[src/rtl/mux_scan_sequencer.sv]
// Scans a 4-to-1 mux through channels 0..3 and dwells on each channel.
// The sampled Y values are assembled into a 4-bit word, and a done pulse marks each completed sweep.
module mux_scan_sequencer #(
    parameter int unsigned DWELL = 2,
    parameter int unsigned CNT_W = 4
) (
    input  logic       clk,
    input  logic       reset,
    input  logic       start,
    input  logic       continuous,
    input  logic       Y,
    output logic       A,
    output logic       B,
    output logic       busy,
    output logic       done,
    output logic [3:0] data_out
);

    typedef enum logic {
        IDLE,
        SCAN
    } state_t;

    localparam logic [CNT_W-1:0] CNT_LAST = CNT_W'(DWELL - 1);

    state_t           state;
    state_t           state_nxt;
    logic [1:0]       sel;
    logic [CNT_W-1:0] cnt;
    logic [2:0]       shadow;
    logic             dwell_end;
    logic             sweep_end;

    always_comb begin
        dwell_end = (state == SCAN) && (cnt == CNT_LAST);
        sweep_end = dwell_end && (sel == 2'd3);
    end

    always_ff @(posedge clk) begin
        if (reset) begin
            state <= IDLE;
        end else begin
            state <= state_nxt;
        end
    end

    always_comb begin
        state_nxt = state;
        case (state)
            IDLE:    if (start) state_nxt = SCAN;
            SCAN:    if (sweep_end && !continuous) state_nxt = IDLE;
            default: state_nxt = IDLE;
        endcase
    end

    // The channel 3 sample bypasses the shadow register and goes straight into data_out.
    always_ff @(posedge clk) begin
        if (reset) begin
            sel      <= '0;
            cnt      <= '0;
            shadow   <= '0;
            data_out <= '0;
            done     <= 1'b0;
        end else begin
            done <= 1'b0;
            if (state == IDLE) begin
                if (start) begin
                    sel <= '0;
                    cnt <= '0;
                end
            end else if (dwell_end) begin
                cnt <= '0;
                sel <= sel + 2'd1;
                case (sel)
                    2'd0: shadow[0] <= Y;
                    2'd1: shadow[1] <= Y;
                    2'd2: shadow[2] <= Y;
                    default: begin
                        data_out <= {Y, shadow};
                        done     <= 1'b1;
                    end
                endcase
            end else begin
                cnt <= cnt + 1'b1;
            end
        end
    end

    always_comb begin
        A    = sel[1];
        B    = sel[0];
        busy = (state == SCAN);
    end

endmodule

[config.mk]
export PLATFORM = sky130hd
export DESIGN_NAME = mux_scan_sequencer
export DESIGN_NICKNAME = d
export VERILOG_FILES = /design/src/rtl/mux_scan_sequencer.sv
export SDC_FILE = /design/constraint.sdc
export NUM_CORES = 1
export LEC_CHECK = 0
export ABC_CLOCK_PERIOD_IN_PS = 3300
export CAP_MARGIN = 10
export CORE_ASPECT_RATIO = 0.8
export CORE_MARGIN = 4
export CORE_UTILIZATION = 40
export DETAILED_ROUTE_END_ITERATION = 6
export PLACE_DENSITY = 0.7
export SKIP_CTS_REPAIR_TIMING = 1
export SLEW_MARGIN = 10
export SYNTH_ARGS = -nofsm -noshare
export SYNTH_HDL_FRONTEND = slang
export SYNTH_SLANG_ARGS = --single-unit
[constraint.sdc]
create_clock -name clk -period 3.3 [get_ports clk]
set_input_delay 0.66 -clock clk [delete_from_list [all_inputs] [get_ports clk]]
set_output_delay 0.66 -clock clk [all_outputs]
set_load 0.05 [all_outputs]
# Word level (Yosys, flattened, before mapping)
# Index checks and enable logic that the tools add are counted.
totals:
  reg_bits: 15
  latchBits: 0
  mem_bits_rw: 0
  rom_bits: 0
  mem_count: 0
op_classes:
  add_sub_neg: 2
  mul: 0
  n_div: 0
  order_cmp: 0
  n_eq_ne: 5
  shifts: 0
  n_mux: 10
  bitwise_logic: 3
  reduce_logical: 13
ops:
  columns: ["cell", "n"]
  rows:
  - ["$mux 4", 3]
  - ["$reduce_and 3->1", 4]
  - ["$mux 2", 3]
  - ["$reduce_or 3->1", 2]
  - ["$add 4x1->4 const B", 1]
  - ["$eq 2x2->1 const B", 2]
  - ["$eq 4x1->1 const B", 1]
  - ["$logic_and 1x1->1", 3]
  - ["$mux 1", 3]
  - ["$not 1->1", 3]
  - ["$add 2x1->2 const B", 1]
  - ["$eq 2x1->1 const B", 1]
  - ["$logic_not 2->1", 1]
  - ["$ne 2x1->1 const B", 1]
  - ["$pmux 1 s2", 1]
  - ["$reduce_and 2->1", 1]
  - ["$reduce_bool 2->1", 1]
  - ["$logic_not 1->1", 1]

# Depth between registers and ports, before layout
# Gate-level depths: netlist of run 1.
depth:
  depth_word: 6
  mapped_depth: 6
  depth_no_buf: 5

# Least setup slack after synthesis of run 1
# No wires, ideal clock.
synth_timing:
  kind: "register -> register"
  start: "register state, in the netlist busy"
  end: "register cnt[3]"
  arrival_time_ps: 1320
  required_ps: 3226
  setup_slack_ps: 1906
  stages_incl_launch_ff: 4
  path_buffers: 1
  synth_period_minus_slack_ps: 1394
  cell_sequence: "dfxtp_1 buf_4 or3b_1 a31oi_1"
synth_between:
  elab_chain_cells: 3
  word_cells_on_any_way: 4
  classes_between: "2 x mux; 2 x reduce/logical"
synth_rtl:
  columns: ["item", "line_no", "text"]
  rows:
  - ["start: declaration", "26", "state_t state;"]
  - ["start signal: assignment", "43", "state <= state_nxt;"]
  - ["$logic_and 1x1->1", "35", "dwell_end = (state == SCAN) && (cnt == CNT_LAST);"]
  - ["$mux 4", "71", "end else if (dwell_end) begin"]
  - ["$mux 4", "66", "if (state == IDLE) begin"]
  - ["end signal: assignment", "84", "cnt <= cnt + 1'b1;"]
  - ["end: declaration", "29", "logic [CNT_W-1:0] cnt;"]
# Parallel ways exist; a longest one is shown, timed or not.
# A chain may end at the register's enable or synchronous reset.

# Final worst setup path of run 1
layout_timing:
  start: "register state, in the netlist busy"
  end: "output port busy"
layout_rtl:
  columns: ["item", "line_no", "text"]
  rows:
  - ["end: declaration", "14", "output logic busy,"]
# No word-level cell between the ends.

==> results.md, run 1 <==
- Io pins: 13
- Hold Crit Class: flip-flop to flip-flop
- IR drop worst, VDD: 0.000227 V
- Via count: 539
- Core footprint: 0.00168 mm^2
- Initial Util: 0.435
- Slew @ Worst Pin: 0.508 ns
- Die Wd: 55.7 um
- P per Cell Area: 367 mW/mm^2
- WP buf/inv: 1
- GRT Total Usage: 0.111
- CP Launch Type: flip-flop
- Clock-pin slew on the worst setup and hold paths: 0.08 ns
- Mean Syn Cell Area: 9.86 um^2
- Max Slew Vio Count: 0
- Critical path type: flip-flop to primary output
- Antenna Nets Post-Route: 0
- Clk_lat worst skew: 0.28 ns
- Critical R2R Capture: shadow[0]
- P&R area growth vs syn: 20.8%
- Mapped Area: 729 um^2
- CTS tree: yes
- Max cap viols: 0
- Placement row count: 13
- Leakage: 0.367 nW
- Vias per std cell: 4.94
- Crit-path cells: clkdlybuf4s50_1
- Post-synthesis register bit count: 15
- Vias in the first global route: 484
- Largest net degree at the start of global routing: 17
- CP Depth: 1
- Routed wire length: 1.29 mm
- Final setup viols: 0
- Final Instance Area: 881 um^2
- Gr ovfl total: 0
- PortBufs: 12
- R2R Setup Slk: 1.89 ns
- Diodes inserted: 0
- DRC viols: 0
- Clock sinks: 15
- Worst R2R Start: busy
- Initial antenna violation count: 0
- Required time worst endpoint: 2.64 ns
- Worst R2R Path Depth: 3
- Setup_tns: 0 ns
- First-pass DRT Iterations: 4
- Area post-placement: 855 um^2
- CP endpoint kind: primary output
- Worst Clk Skew: 0.000865 ns
- Max FO, Critical Path: 13
- CP Data Arrival Time: 1.71 ns
- Post-layout min period: 2.37 ns
- DIE HEIGHT: 46.2 um
- RD Place Congestion: 0.807
- Setup crit end: busy
- RSZ-0062 raised after global routing: no
- Fin crit share: 0.718
- Synth Warn #: 0
- Crit path largest cell delay: 0.88 ns
- Distinct cells, synth: 23
- Worst path slowest cell: clkdlybuf4s50_1
- Wirelength per Cell: 11.9 um
- First-pass GRT wire length: 2.17 mm
- Fmax: 422 MHz
- Sequential share of the synthesized area: 0.412
- Area of the die: 0.00258 mm^2
- Hold Vio Cnt, Final: 0
- DP HPWL: 991 um
- First DRT Iteration DRCs: 2
- Post-Syn Instances: 74
- CTS Buffer Depth: 2
- Worst Setup SP: busy
- Outcome: finished, final reports clean
- H-tree depth: 1
- Clock root buffer: clkbuf_4
- Mapped Nets: 85
- CTS buffer count: 3
- Relative slew slack: 0.660
- Share of layout cells above drive strength 1: 0.0690
- Final net count: 99
- Largest delay contributor family on the critical path: buffers and inverters
cell families (layout without fill, tap and decap cells):
logic type | count (synthesis) | in the layout | share of synthesized area
buffers and inverters | 6 | 19 | 0.0463
and+or+nand+nor | 32 | 32 | 0.264
muxes | 7 | 7 | 0.0961
DFF | 15 | 15 | 0.412
AOI/OAI and AO/OA | 8 | 8 | 0.0789
adders and majority gates | 6 | 6 | 0.103
layout make-up:
| class | count | area [um^2] |
|---|---|---|
| Tap cell | 22 | 27.5 |
| Timing Repair Buffer | 12 | 120 |
| Sequential cell | 15 | 300 |
| Clock buffer | 4 | 26.3 |
| Inverter | 3 | 11.3 |
| Multi-Input combinational cell | 53 | 395 |
| Fill cell | 176 | 795 |
state kept, by name (all words and copies together) (netlist names):
name,count
shadow,3
cnt,4
data_out,4
sel,2
busy,1
done,1
worst reg2reg max path, stage by stage (launching register included):
cell	delay (ns)
dfxtp_1	0.55
and4bb_1	0.48
nand2_1	0.12
mux2i_1	0.19
through the flow:
step | worst slack, ns | util | total power [mW] | cells | hold slack [ns]
2_1_floorplan | 1.91 | - | 0.213 | 74 | 0.458
3_3_place_gp | 1.28 | 0.510 | 0.222 | 105 | 0.460
3_5_place_dp | 1.25 | 0.510 | 0.223 | 105 | 0.477
4_1_cts | 0.923 | 0.526 | 0.328 | 109 | 0.488
5_1_grt | 0.853 | 0.526 | 0.339 | 109 | 0.515
6_report | 0.931 | 0.526 | 0.323 | 109 | 0.483
synthesized netlist by cell type:
cell type | instances | share of area
a31oi_1 | 1 | 0.0086
o21ai_0 | 1 | 0.0069
and4bb_1 | 1 | 0.017
or3b_1 | 1 | 0.012
nand2_4 | 1 | 0.015
nand3b_1 | 1 | 0.010
o32a_2 | 1 | 0.015
nor2b_1 | 2 | 0.017
buf_4 | 1 | 0.010
a21oi_1 | 4 | 0.027
nand3_1 | 4 | 0.027
nand2_1 | 7 | 0.036
a311oi_2 | 1 | 0.021
inv_1 | 3 | 0.015
clkbuf_1 | 1 | 0.0051
ha_1 | 6 | 0.10
nor2_1 | 3 | 0.015
dfxtp_1 | 15 | 0.41
nand4b_1 | 1 | 0.012
nand4bb_1 | 1 | 0.015
buf_6 | 1 | 0.015
mux2i_1 | 7 | 0.096
nand2b_1 | 10 | 0.086
where the power goes:
group          switching [mW]  internal (mW)
clock network          0.0575         0.0470
logic                  0.0157         0.0142
registers             0.00484          0.184
layer usage:
metal	vias to the layer above	global-route usage	part of all wire
met2	11	0.163	0.42
met5	-	0	0
li1	282	-	-
met4	0	0.0437	0
met3	0	0.0448	0.049
met1	246	0.147	0.53
layout by cell type, fill, tap and decap left out, types with 2 or more instances in the layout:
master	instances
a21oi_1	4
clkbuf_4	3
clkdlybuf4s50_1	12
dfxtp_1	15
ha_1	6
inv_1	3
mux2i_1	7
nand2_1	7
nand2b_1	10
nand3_1	4
nor2_1	3
nor2b_1	2
how the worst min path moves through the flow:
stage                      startpoint     endpoint  slack, ns  cells after the start
final                     data_out[0]  data_out[0]       0.48                      2
after global routing        shadow[1]  data_out[1]       0.52                      2
after CTS                 data_out[0]  data_out[0]       0.49                      2
after detailed placement  data_out[0]  data_out[0]       0.48                      2
after global placement    data_out[1]  data_out[1]       0.46                      2
after floorplan             shadow[0]  data_out[0]       0.46                      2
Note: power is estimated with default switching activity, not from simulation.
==> run 2, diff against run 1 <==
--- a/config.mk
+++ b/config.mk
@@ -5,13 +5,13 @@
 export SDC_FILE = /design/constraint.sdc
 export NUM_CORES = 1
 export LEC_CHECK = 0
-export ABC_CLOCK_PERIOD_IN_PS = 3300
+export ABC_CLOCK_PERIOD_IN_PS = 2100
 export CAP_MARGIN = 10
 export CORE_ASPECT_RATIO = 0.8
 export CORE_MARGIN = 4
 export CORE_UTILIZATION = 40
 export DETAILED_ROUTE_END_ITERATION = 6
-export PLACE_DENSITY = 0.7
+export PLACE_DENSITY = 0.73
 export SKIP_CTS_REPAIR_TIMING = 1
 export SLEW_MARGIN = 10
 export SYNTH_ARGS = -nofsm -noshare
==> constraint.sdc (replaced) <==
create_clock -name clk -period 2.1 [get_ports clk]
set_input_delay 0.42 -clock clk [delete_from_list [all_inputs] [get_ports clk]]
set_output_delay 0.42 -clock clk [all_outputs]
set_load 0.05 [all_outputs]
==> run 2 against run 1 <==
Critical path depth is the same. Wire length shrank 4.0%. Non-clock buffer count is the same. Clock-buffer cell count is the same. Cell area shrank 0.28%. First-iteration DRC count grew to 3.0 times the previous value. Clock power grew 48%. Sequential power grew 57%. Hold slack lost 0.0093 ns. Worst setup slack lost 0.78 ns. Utilization shrank 0.15 points. Critical endpoint is now A. Largest cell class unchanged.
==> results.md, run 2 (same netlist as run 1, synthesis figures left out) <==
- Worst path slowest cell: clkdlybuf4s50_1
- Wirelength per Cell: 11.4 um
- Relative slew slack: 0.664
- DP HPWL: 962 um
- Commonest non-fill, non-tap cells in the layout: 15 x dfxtp_1, 11 x clkdlybuf4s50_1, 10 x nand2b_1
- PortBufs: 12
- Crit path largest cell delay: 0.84 ns
- Io pins: 13
- Clk_lat worst skew: 0.27 ns
- Initial antenna violation count: 0
- Setup crit end: A
- Clock sinks: 15
- Worst R2R Start: cnt[0]
- Fin crit share: 0.926
- Largest delay contributor family on the critical path: buffers and inverters
- Initial Util: 0.435
- Die Wd: 55.7 um
- Slew @ Worst Pin: 0.502 ns
- H-tree depth: 1
- Vias per std cell: 4.90
- CTS tree: yes
- Worst R2R Path Depth: 4
- Hold Vio Cnt, Final: 0
- Fill count: 163
- Share of layout cells above drive strength 1: 0.0805
- RSZ-0062 raised after global routing: no
- Max Slew Vio Count: 0
- Setup_tns: 0 ns
- P&R area growth vs syn: 20.4%
- Max FO, Critical Path: 5
- Antenna Nets Post-Route: 0
- WP buf/inv: 1
- Gr ovfl total: 0
- Outcome: finished, final reports clean
- Crit-path cells: clkdlybuf4s50_1
- Logic gate share of total power: 0.093
- Vias in the first global route: 456
- Reg area: 300 um^2
- Via count: 534
- IR drop worst, VDD: 0.000406 V
- Area post-placement: 852 um^2
- Critical path type: flip-flop to primary output
- Hold Crit Class: flip-flop to flip-flop
- First-pass GRT wire length: 1.99 mm
- First-pass DRT Iterations: 4
- Switching Power: 0.113 mW
- Max cap viols: 0
- Top Registers: cnt x4, data_out x4, shadow x3
- Worst Clk Skew: 0.00305 ns
- Placement row count: 13
- CP Data Arrival Time: 1.53 ns
- Multi-input gate area: 395 um^2
- Diodes inserted: 0
- First DRT Iteration DRCs: 6
- Largest net degree at the start of global routing: 17
- Fmax: 514 MHz
- R2R Setup Slk: 0.70 ns
- CTS buffer count: 3
- Worst Setup SP: sel[1]
- Internal: 0.384 mW
- Sw Ratio: 0.227
- Met3 WL: 48 um
- CP Launch Type: flip-flop
- Highest metal used: met4
- M1 wire length: 637 um
- Utilization after layout: 0.524
- Clock-pin slew on the worst setup and hold paths: 0.08 ns
- GRT Total Usage: 0.106
- Total power: 0.497 mW
- Sequential power share: 0.595
- Core footprint: 0.00168 mm^2
- Final Instance Area: 878 um^2
- CTS Buffer Depth: 2
- Placed cells: 105
- P per Cell Area: 566 mW/mm^2
- DRC viols: 0
- Clock root buffer: clkbuf_4
- Leakage: 0.369 nW
- Required time worst endpoint: 1.68 ns
- Final net count: 99
- Routed wire length: 1.24 mm
- Post-layout min period: 1.95 ns
- Final setup viols: 0
- DIE HEIGHT: 46.2 um
- Commonest non-fill, non-tap cell in the layout: dfxtp_1
- CP Depth: 1
- RD Place Congestion: 0.753
- CP endpoint kind: primary output
- Met2 routed WL: 531 um
- Clock share of power: 0.312
- Area of the die: 0.00258 mm^2
- Critical R2R Capture: data_out[3]
- Final Non-Filler Cells: 109
## run 2: changes by cell type in the layout (fill, tap and decap cells not counted)
cell	previous run	this run
buf_4	0	1
clkdlybuf4s50_1	12	11
## run 2: power groups by stage
| stage | sequential [mW] | clock (mW) | combinational (mW) |
|---|---|---|---|
| finish | 0.296 | 0.155 | 0.0462 |
| global route | 0.297 | 0.182 | 0.0510 |
| CTS | 0.296 | 0.166 | 0.0470 |
| detailed placement | 0.303 | 0 | 0.0470 |
| global placement | 0.302 | 0 | 0.0460 |
| floorplan | 0.306 | 0 | 0.0286 |
## run 2: final cells by class
class / instances / area share
Timing Repair Buffer: 12 / 0.134
Multi-Input combinational cell: 53 / 0.450
Tap cell: 22 / 0.0313
Sequential cell: 15 / 0.342
Inverter: 3 / 0.0128
Clock buffer: 4 / 0.0299
## run 2: routing by layer
metal / vias to the layer above / GRT usage
met5: - / 0
met3: 2 / 0.0420
met4: 0 / 0.0583
li1: 282 / -
met2: 9 / 0.158
met1: 241 / 0.132
## run 2: per-stage QoR
step	setup WS, ns	hold WS (ns)
floorplan	0.706	0.458
global placement	0.460	0.461
detailed placement	0.403	0.466
CTS	0.139	0.480
global route	0.0981	0.510
finish	0.155	0.474
## run 2: worst min-delay path by stage
stage,to,from,cells after the start,slack (ns)
finish,data_out[2],data_out[2],2,0.47
global route,data_out[2],data_out[2],2,0.51
CTS,data_out[2],data_out[2],2,0.48
detailed placement,data_out[2],data_out[2],2,0.47
global placement,data_out[1],data_out[1],2,0.46
floorplan,data_out[0],shadow[0],2,0.46
